$ cat src/rtl/rrc_rx_decimator_if.sv
// Sample-in / symbol-out bundle for rrc_rx_decimator.
// master drives samples and the phase strobe; slave is the filter.
interface rrc_rx_decimator_if #(parameter int WIDTH = 9);
  logic                    in_valid;
  logic                    in_ready;
  logic signed [WIDTH-1:0] in_data;
  logic                    phase_clr;
  logic                    out_valid;
  logic signed [WIDTH-1:0] out_data;
  logic                    out_bit;

  modport master (
    output in_valid, in_data, phase_clr,
    input  in_ready, out_valid, out_data, out_bit
  );

  modport slave (
    input  in_valid, in_data, phase_clr,
    output in_ready, out_valid, out_data, out_bit
  );
endinterface

$ cat src/rtl/rrc_rx_decimator.sv
// 33-tap RRC matched filter + decimator using one time-multiplexed MAC.
// Optional macro RRC_RX_ROUND_EN: round half up instead of floor before saturation.
module rrc_rx_decimator #(
  parameter int WIDTH = 9,
  parameter int DECIM = 4,
  parameter int ACC_W = 24
) (
  input logic              clk,
  input logic              rst,
  rrc_rx_decimator_if.slave bus
);

  localparam int TAPS   = 33;
  localparam int P_W    = $clog2(DECIM);
  localparam int PROD_W = 2 * WIDTH;
  localparam logic [5:0] LAST_K = 6'(TAPS - 1);
  localparam logic signed [ACC_W-1:0] SAT_MAX = ACC_W'(255);
  localparam logic signed [ACC_W-1:0] SAT_MIN = ACC_W'(-256);

  localparam logic signed [8:0] COEF [0:TAPS-1] = '{
    9'sd0,   -9'sd1,   9'sd1,   9'sd0,  -9'sd1,   9'sd2,  9'sd0,  -9'sd2,
    9'sd2,    9'sd0,  -9'sd6,   9'sd8,   9'sd10, -9'sd28, -9'sd14, 9'sd111,
    9'sd196,  9'sd111, -9'sd14, -9'sd28, 9'sd10,  9'sd8,  -9'sd6,  9'sd0,
    9'sd2,   -9'sd2,   9'sd0,   9'sd2,  -9'sd1,   9'sd0,  9'sd1,  -9'sd1,
    9'sd0
  };

  typedef enum logic [1:0] {IDLE, MAC, OUT} state_t;

  state_t                  state;
  state_t                  state_next;
  logic signed [WIDTH-1:0] d [0:TAPS-1];
  logic [P_W-1:0]          p;
  logic [5:0]              k;
  logic signed [ACC_W-1:0] acc;
  logic signed [PROD_W-1:0] prod;
  logic signed [ACC_W-1:0] prod_ext;
  logic signed [ACC_W-1:0] acc_adj;
  logic signed [ACC_W-1:0] shifted;
  logic signed [WIDTH-1:0] result;
  logic                    xfer;
  logic                    dec_point;

  assign bus.in_ready = (state == IDLE);
  assign xfer         = bus.in_valid && (state == IDLE);
  // A sample tagged with phase_clr is phase 0, so it can never be a decimation point.
  assign dec_point    = xfer && !bus.phase_clr && (p == P_W'(DECIM - 1));

  assign prod     = COEF[k] * d[k];
  assign prod_ext = ACC_W'(prod);

`ifdef RRC_RX_ROUND_EN
  assign acc_adj = acc + ACC_W'(128);
`else
  assign acc_adj = acc;
`endif

  assign shifted = acc_adj >>> 8;

  always_comb begin
    result = shifted[WIDTH-1:0];
    if (shifted > SAT_MAX) begin
      result = {1'b0, {(WIDTH-1){1'b1}}};
    end else if (shifted < SAT_MIN) begin
      result = {1'b1, {(WIDTH-1){1'b0}}};
    end
  end

  always_comb begin
    state_next = state;
    case (state)
      IDLE:    if (dec_point) state_next = MAC;
      MAC:     if (k == LAST_K) state_next = OUT;
      OUT:     state_next = IDLE;
      default: state_next = IDLE;
    endcase
  end

  always_ff @(posedge clk) begin
    if (rst) begin
      state <= IDLE;
    end else begin
      state <= state_next;
    end
  end

  always_ff @(posedge clk) begin
    if (rst) begin
      for (int i = 0; i < TAPS; i++) d[i] <= '0;
      p             <= '0;
      k             <= '0;
      acc           <= '0;
      bus.out_valid <= 1'b0;
      bus.out_data  <= '0;
      bus.out_bit   <= 1'b1;
    end else begin
      bus.out_valid <= 1'b0;

      if (xfer) begin
        d[0] <= bus.in_data;
        for (int i = 1; i < TAPS; i++) d[i] <= d[i-1];
      end

      if (bus.phase_clr) begin
        p <= xfer ? P_W'(1) : '0;
      end else if (xfer) begin
        p <= (p == P_W'(DECIM - 1)) ? '0 : p + P_W'(1);
      end

      case (state)
        MAC: begin
          acc <= (k == 6'd0) ? prod_ext : acc + prod_ext;
          k   <= (k == LAST_K) ? 6'd0 : k + 6'd1;
        end
        OUT: begin
          bus.out_data  <= result;
          bus.out_bit   <= ~result[WIDTH-1];
          bus.out_valid <= 1'b1;
        end
        default: ;
      endcase
    end
  end

endmodule
$ cat src/flat_wrapper.sv
// flat-port wrapper written by rule: the top's interface ports become plain ports
module rrc_rx_decimator_flat 
#(
  parameter int WIDTH = 9,
  parameter int DECIM = 4,
  parameter int ACC_W = 24
)
  (clk, rst, bus_in_valid, bus_in_data, bus_phase_clr, bus_in_ready, bus_out_valid, bus_out_data, bus_out_bit);
  rrc_rx_decimator_if #(.WIDTH(WIDTH)) bus_i ();
  input logic clk;
  input logic rst;
  input wire logic [$bits(bus_i.in_valid)-1:0] bus_in_valid;
  input wire logic [$bits(bus_i.in_data)-1:0] bus_in_data;
  input wire logic [$bits(bus_i.phase_clr)-1:0] bus_phase_clr;
  output wire logic [$bits(bus_i.in_ready)-1:0] bus_in_ready;
  output wire logic [$bits(bus_i.out_valid)-1:0] bus_out_valid;
  output wire logic [$bits(bus_i.out_data)-1:0] bus_out_data;
  output wire logic [$bits(bus_i.out_bit)-1:0] bus_out_bit;
  assign bus_i.in_valid = bus_in_valid;
  assign bus_i.in_data = bus_in_data;
  assign bus_i.phase_clr = bus_phase_clr;
  assign bus_in_ready = bus_i.in_ready;
  assign bus_out_valid = bus_i.out_valid;
  assign bus_out_data = bus_i.out_data;
  assign bus_out_bit = bus_i.out_bit;
  rrc_rx_decimator #(.WIDTH(WIDTH), .DECIM(DECIM), .ACC_W(ACC_W)) u_core (.clk(clk), .rst(rst), .bus(bus_i));
endmodule
$ cat config.mk
export PLATFORM = sky130hd
export DESIGN_NAME = rrc_rx_decimator_flat
export DESIGN_NICKNAME = d
export VERILOG_FILES = /design/src/rtl/rrc_rx_decimator_if.sv /design/src/rtl/rrc_rx_decimator.sv /design/src/flat_wrapper.sv
export SDC_FILE = /design/constraint.sdc
export NUM_CORES = 1
export LEC_CHECK = 0
export BUFFER_PORTS_ARGS = -buffer_cell sky130_fd_sc_hd__buf_2
export CORE_UTILIZATION = 56
export CTS_CLUSTER_DIAMETER = 100
export CTS_CLUSTER_SIZE = 28
export DETAILED_ROUTE_END_ITERATION = 6
export GPL_ROUTABILITY_DRIVEN = 0
export PLACE_DENSITY = 0.72
export SLEW_MARGIN = 40
export SYNTH_ARGS = -nofsm -noshare
export SYNTH_HDL_FRONTEND = slang
export SYNTH_SLANG_ARGS = --single-unit
$ cat constraint.sdc
create_clock -name clk -period 20.8 [get_ports clk]
set_clock_uncertainty 0.2 [all_clocks]
set_input_delay 4.16 -clock clk [delete_from_list [all_inputs] [get_ports clk]]
set_output_delay 4.16 -clock clk [all_outputs]
set_load 0.02 [all_outputs]
==> impl_metrics.yaml, run 1 <==
run_status:
  status: "complete, no violations"
global_route:
  grt.overflow.total: 0
  antenna_found_initial: 0
  grt_use_total: 0.210
  grt_pass1_wl_mm: 61.0
  grt_max_degree: 157
  grt_pass1_vias: 11654
timing:
  min_period_ns: 9.53
  setup_viol: 0
  drv_slew: 0
  worst_pin_slew_ns: 0.802
  rsz0062_at_grt: "no"
  hold_viol_final: 0
  min_period_over_period: 0.458
  clock.fmax_mhz: 105
  fin_tns_setup_ns: 0
  relSlewSlack: 0.466
worst_setup_path:
  critPathArrivalTime_ns: 9.80
  crit_type: "flop to flop"
  worstSetupStartpointType: "flop"
  crit_top_cell: "fa_1"
  required_ns: 21.06
  slowest_stage: "dfxtp_4"
  cp_max_fo: 31
  worstSetupEndpointType: "flop"
  max_stage_delay_ns: 0.65
detailed_routing:
  met2_length_mm: 17.3
  wl_met3_mm: 1.67
  routedWlPerCell_um: 18.3
  ant_nets: 0
  via_per_inst: 5.86
  drt-total-wl_mm: 36.9
  met1_length_mm: 17.4
  vias: 11816
  drt_first_pass_iters: 5
  drc_errors: 0
  initialDrtViolationCount: 1065
  dr.max_layer_used: "met4"
synthesis:
  netlist_area_um2: 19900
  postSynthAreaPerCell_um2: 12.6
  synth.distinct_cells: 57
  synth_top_area_frac: 0.449
  synth_ff_type: "edfxtp_1"
  synth.net_count: 1733
  synth_warnings: 0
  synth_edf_count: 297
  synthTopCellsByArea: "edfxtp_1, mux4_2, and2_1"
  yosys.area.top_type: "edfxtp_1"
  async_reset_ff_frac: 0
  ys_seq_area_frac: 0.500
  ys_ff_latch: 348
  syn_inst: 1578
die:
  start_util: 0.572
  die_w_um: 190
  num_io_pins: 25
  die_area_um2: 36200
  rows: 68
  die_height_um: 190
  core_um2: 34700
clock_network:
  clk_pin_slew_ns: 0.11
  hold_buffers: 0
  postCtsSetupBuffers: 0
  root_buffer: "clkbuf_16"
  cts_resized: 0
  cts_buffers: 17
  clock-sinks: 348
  h-tree-depth: 1
  clock_latency_ns: 0.54
  cts.path.max_buffers: 3
  cts_tree: "done"
finish:
  final_net_count: 1705
  syn2layout_area_growth_pct: 5.59
  drive_gt1_frac: 0.111
  final_cell_area_um2: 21000
  insertedDiodeCount: 0
  num-fill-cells: 2721
  utilization: 0.604
place:
  post-dp-hpwl_mm: 24.2
  io_buffer_count: 24
  place_area_um2: 20400
power_and_ir_drop:
  ir_drop_mv: 0.0591
  power.leakage_uw: 0.00830
  power.total_uw: 1300
  p_per_area_nw_per_um2: 61.7
worst_hold_path:
  hp-class: "flop to flop"
run:
  maxCapViolCount: 0
-- worst paths after layout --
check                                            start                     end  slack [ns]  cells past startpoint
worst min-delay path            u_core.bus.out_data[4]  u_core.bus.out_data[4]        0.25                      2
worst max-delay path                              flop          u_core.acc[23]       11.27                     28
worst min register to register  u_core.bus.out_data[4]  u_core.bus.out_data[4]        0.25                      2
worst max register to register                    flop          u_core.acc[23]       11.27                     28
-- layout make-up --
cell class | instances | area, um2 | share of cell area
tap | 455 | 569 | 0.0271
inverter | 88 | 330 | 0.0157
sequential | 348 | 9950 | 0.474
multi-input combinational | 1057 | 9270 | 0.442
clock buffer | 25 | 477 | 0.0227
clock inverter | 4 | 57.6 | 0.00274
timing repair buffer | 38 | 327 | 0.0156
-- cells in the final DEF, fill, tap and decap left out, drive strengths merged, types with 2 or more instances in the layout --
| cell | Yosys | final |
|---|---|---|
| edfxtp | 297 | 297 |
| buf | 17 | 38 |
| nor4 | 4 | 4 |
| a22oi | 3 | 3 |
| xnor2 | 22 | 22 |
| mux4 | 90 | 90 |
| and3 | 2 | 2 |
| a31oi | 11 | 11 |
| and2 | 303 | 303 |
| or3 | 7 | 7 |
| nor3 | 16 | 16 |
| o21ai | 35 | 35 |
| nand3b | 2 | 2 |
| or2 | 3 | 3 |
| a211oi | 17 | 17 |
| and4 | 2 | 2 |
| o21a | 5 | 5 |
| nor3b | 2 | 2 |
| o211ai | 6 | 6 |
| dfxtp | 51 | 51 |
| nand2 | 86 | 86 |
| a21o | 21 | 21 |
| xor2 | 15 | 15 |
| ha | 71 | 71 |
| a311oi | 12 | 12 |
| fa | 71 | 71 |
| nor2b | 15 | 15 |
| mux2i | 20 | 20 |
| a21oi | 58 | 58 |
| clkbuf | 68 | 25 |
| nor2 | 100 | 100 |
| nand4 | 8 | 8 |
| nand2b | 20 | 20 |
| o21bai | 4 | 4 |
| nor4b | 2 | 2 |
| nand3 | 10 | 10 |
| o31ai | 2 | 2 |
| inv | 88 | 90 |
-- flip-flops by register name, summed over array words and instances, names as in the netlist, named ones only --
name                  flops
u_core.bus.out_bit        1
u_core.acc               24
u_core.k                  6
u_core.p                  2
u_core.bus.out_data       9
u_core.d                297
u_core.state              2
u_core.bus.out_valid      1
-- kinds of logic (layout without fill, tap and decap cells) --
group,after synthesis,after routing,synth area share
AOI/OAI and AO/OA,184,184,0.0602
adders and majority gates,142,142,0.116
buffers and inverters,173,155,0.0351
and+or+nand+nor,583,583,0.159
DFF,348,348,0.500
muxes,111,111,0.113
xor gates and xnor gates,37,37,0.0163
-- stage by stage --
step                      instances  hold WS, ns  setup WS, ns
after CTS                      2015        0.259         11.21
final                          2015        0.254         11.27
after global placement         1982        0.239         10.93
after detailed placement       1986        0.246         11.28
after floorplan                1578        0.236          8.35
after global routing           2015        0.278         10.54
-- worst max-delay path, delay by kind of cell (launching register included) --
family	cells	cell delay [ns]
compound gates	7	1.97
xor+xnor	1	0.29
fa+ha+maj	7	3.30
buf+inv	3	0.72
flops	1	0.65
mux	4	1.52
simple gates	6	0.79
-- cell usage after synthesis, types with 4 or more instances --
master      n
xor2_1     15
nor3_1     16
clkbuf_1   68
nand3_1    10
a31oi_1    11
edfxtp_1  297
o21ai_0    32
mux4_2     90
o21bai_1    4
a211oi_1   17
inv_1      88
buf_2       6
ha_1       71
a311oi_1   12
nor2_1    100
a21oi_1    52
dfxtp_1    51
nand2_1    86
nand2b_1   20
a21o_1     21
or3_1       7
nor2b_1    15
xnor2_1    22
nor4_1      4
fa_1       71
mux2i_1    20
nand4_1     8
buf_4       5
o211ai_1    6
a21oi_2     5
and2_1    303
o21a_1      5
-- metal layers --
layer | GRT usage | vias to the layer above
met2 | 0.324 | 267
met5 | 0 | -
li1 | - | 5529
met4 | 0.0400 | 0
met3 | 0.0258 | 34
met1 | 0.321 | 5986
-- power by group --
| group | internal, uW | switching, uW | total (uW) | leakage, uW |
|---|---|---|---|---|
| sequential | 794 | 17.8 | 812 | 0.00371 |
| clock | 167 | 225 | 392 | 0.000252 |
| combinational | 39.2 | 51.4 | 90.7 | 0.00435 |
No activity file was read; power rests on OpenSTA's default activity.
==> run 2: changes to the inputs <==
Clock period 20.8 ns to 9.94 ns, I/O delays scaled along.
==> run 2 against run 1 <==
Effect of this change:
- die area unchanged
- core utilization down 0.083 points
- final cell count about the same
- via count down 1.1%
- sequential share of layout area up 0.053 points
- count of clock-buffer cells in the layout down 7
- routed wire length down 0.86%
- sequential power up 110%
- non-clock buffer count up 9
==> impl_metrics.yaml, run 2 (synthesis gave the netlist of run 1 again) <==
clock_network:
  cts_tree: "done"
  clock-sinks: 348
  clock_latency_ns: 0.54
  h-tree-depth: 1
  root_buffer: "clkbuf_16"
  clk_pin_slew_ns: 0.10
  hold_buffers: 0
  cts.path.max_buffers: 3
  postCtsSetupBuffers: 0
  cts_buffers: 16
  cts_resized: 0
worst_setup_path:
  required_ns: 10.18
  worstSetupEndpointType: "flop"
  max_stage_delay_ns: 0.62
  crit_type: "flop to flop"
  slowest_stage: "dfxtp_4"
  cp_max_fo: 33
  critPathArrivalTime_ns: 9.46
  r2r_slack_ns: 0.73
  worstSetupStartpointType: "flop"
  rr_endpoint: "u_core.acc[23]"
  crit_top_cell: "fa_1"
  rr_worst_depth: 29
detailed_routing:
  drc_errors: 0
  initialDrtViolationCount: 854
  via_per_inst: 5.80
  routedWlPerCell_um: 18.1
  drt_first_pass_iters: 5
  vias: 11689
  drt-total-wl_mm: 36.5
  ant_nets: 0
finish:
  layout_commonest_cell: "and2_1"
  final_cell_area_um2: 21000
  syn2layout_area_growth_pct: 5.44
  largest-register: "u_core.d"
  num-fill-cells: 2724
  largest_reg_flops: 297
  insertedDiodeCount: 0
  instances_no_fill: 2016
  top_regs: "u_core.d (297), u_core.acc (24), u_core.bus.out_data (9)"
  drive_gt1_frac: 0.113
  layout_common_cells: "and2_1, edfxtp_1, nor2_1, mux4_2, inv_1"
  final_net_count: 1713
place:
  post-place-cells: 1993
  post-dp-hpwl_mm: 24.3
  place_area_um2: 20500
  io_buffer_count: 24
global_route:
  grt_max_degree: 174
  grt.overflow.total: 0
  grt_pass1_wl_mm: 60.3
  antenna_found_initial: 0
  grt_use_total: 0.206
  grt_pass1_vias: 11434
timing:
  setup_viol: 0
  drv_slew: 0
  holdWs_ns: 0.254
  min_period_over_period: 0.927
  rsz0062_at_grt: "no"
  min_period_ns: 9.21
  hold_viol_final: 0
  fin_tns_setup_ns: 0
  worst_pin_slew_ns: 0.760
  clock.fmax_mhz: 109
  relSlewSlack: 0.490
worst_hold_path:
  holdPathStages: 2
  hp-class: "flop to flop"
  worst_hold_startpoint: "u_core.bus.out_data[4]"
  whs_endpoint: "u_core.bus.out_data[4]"
power_and_ir_drop:
  power.total_uw: 2640
  power.leakage_uw: 0.00831
  ir_drop_mv: 0.124
  p_per_area_nw_per_um2: 126
die:
  num_io_pins: 25
  die_height_um: 190
  die_w_um: 190
  start_util: 0.572
  core_um2: 34700
  rows: 68
  die_area_um2: 36200
run_status:
  status: "complete, no violations"
run:
  maxCapViolCount: 0
-- run 2: cell count changes in the layout (fill, tap and decap cells not counted), moves of 2 or more --
cell | previous run | this run
clkinv_8 | 0 | 2
buf_4 | 7 | 16
dfxtp_2 | 3 | 1
dfxtp_1 | 46 | 48
clkbuf_16 | 18 | 16
buf_12 | 3 | 5
clkbuf_1 | 7 | 2
-- run 2: through the flow --
step,setup slack [ns],util
after floorplan,1.67,-
after detailed placement,0.733,0.589
after CTS,0.712,0.602
after global routing,0.0389,0.604
after global placement,0.797,0.588
final,0.726,0.604
-- run 2: how the worst max path moves through the flow --
| stage | from | end | slack, ns |
|---|---|---|---|
| 6_report | flop | u_core.acc[23] | 0.73 |
| 4_1_cts | flop | u_core.acc[23] | 0.71 |
| 3_3_place_gp | flop | u_core.acc[23] | 0.80 |
| 2_1_floorplan | flop | u_core.acc[23] | 1.67 |
| 5_1_grt | flop | u_core.acc[23] | 0.04 |
| 3_5_place_dp | flop | u_core.acc[23] | 0.73 |
-- run 2: critical path: cells and delay by family, from the launching register on --
| kind | cells | cell delay (ns) |
|---|---|---|
| muxes | 4 | 1.54 |
| adders and majority gates | 7 | 3.13 |
| buffers and inverters | 4 | 0.59 |
| and+or+nand+nor | 6 | 0.95 |
| AOI/OAI and AO/OA | 7 | 1.76 |
| DFF | 1 | 0.62 |
| xor gates and xnor gates | 1 | 0.29 |
-- run 2: final cells by class --
| class | instances | area, um2 | share of cell area |
|---|---|---|---|
| clock buffers | 18 | 408 | 0.0195 |
| clock inverters | 3 | 40.0 | 0.00191 |
| inverters | 88 | 330 | 0.0158 |
| multi-input cells | 1057 | 9260 | 0.442 |
| flip-flops and latches | 348 | 9950 | 0.475 |
| well taps | 455 | 569 | 0.0272 |
| repair buffers | 47 | 395 | 0.0189 |
-- run 2: where the power goes --
group / switching (uW) / internal (uW) / total [uW]
Clock: 449 / 303 / 751
Sequential: 38.1 / 1660 / 1700
Combinational: 106 / 82.3 / 189
-- run 2: routing by layer --
layer,global-route usage,vias to the layer above,share of wire
li1,-,5546,-
met1,0.309,5868,0.47
met2,0.332,238,0.48
met3,0.0193,37,0.036
met4,0.0385,0,0.015
met5,0,-,0
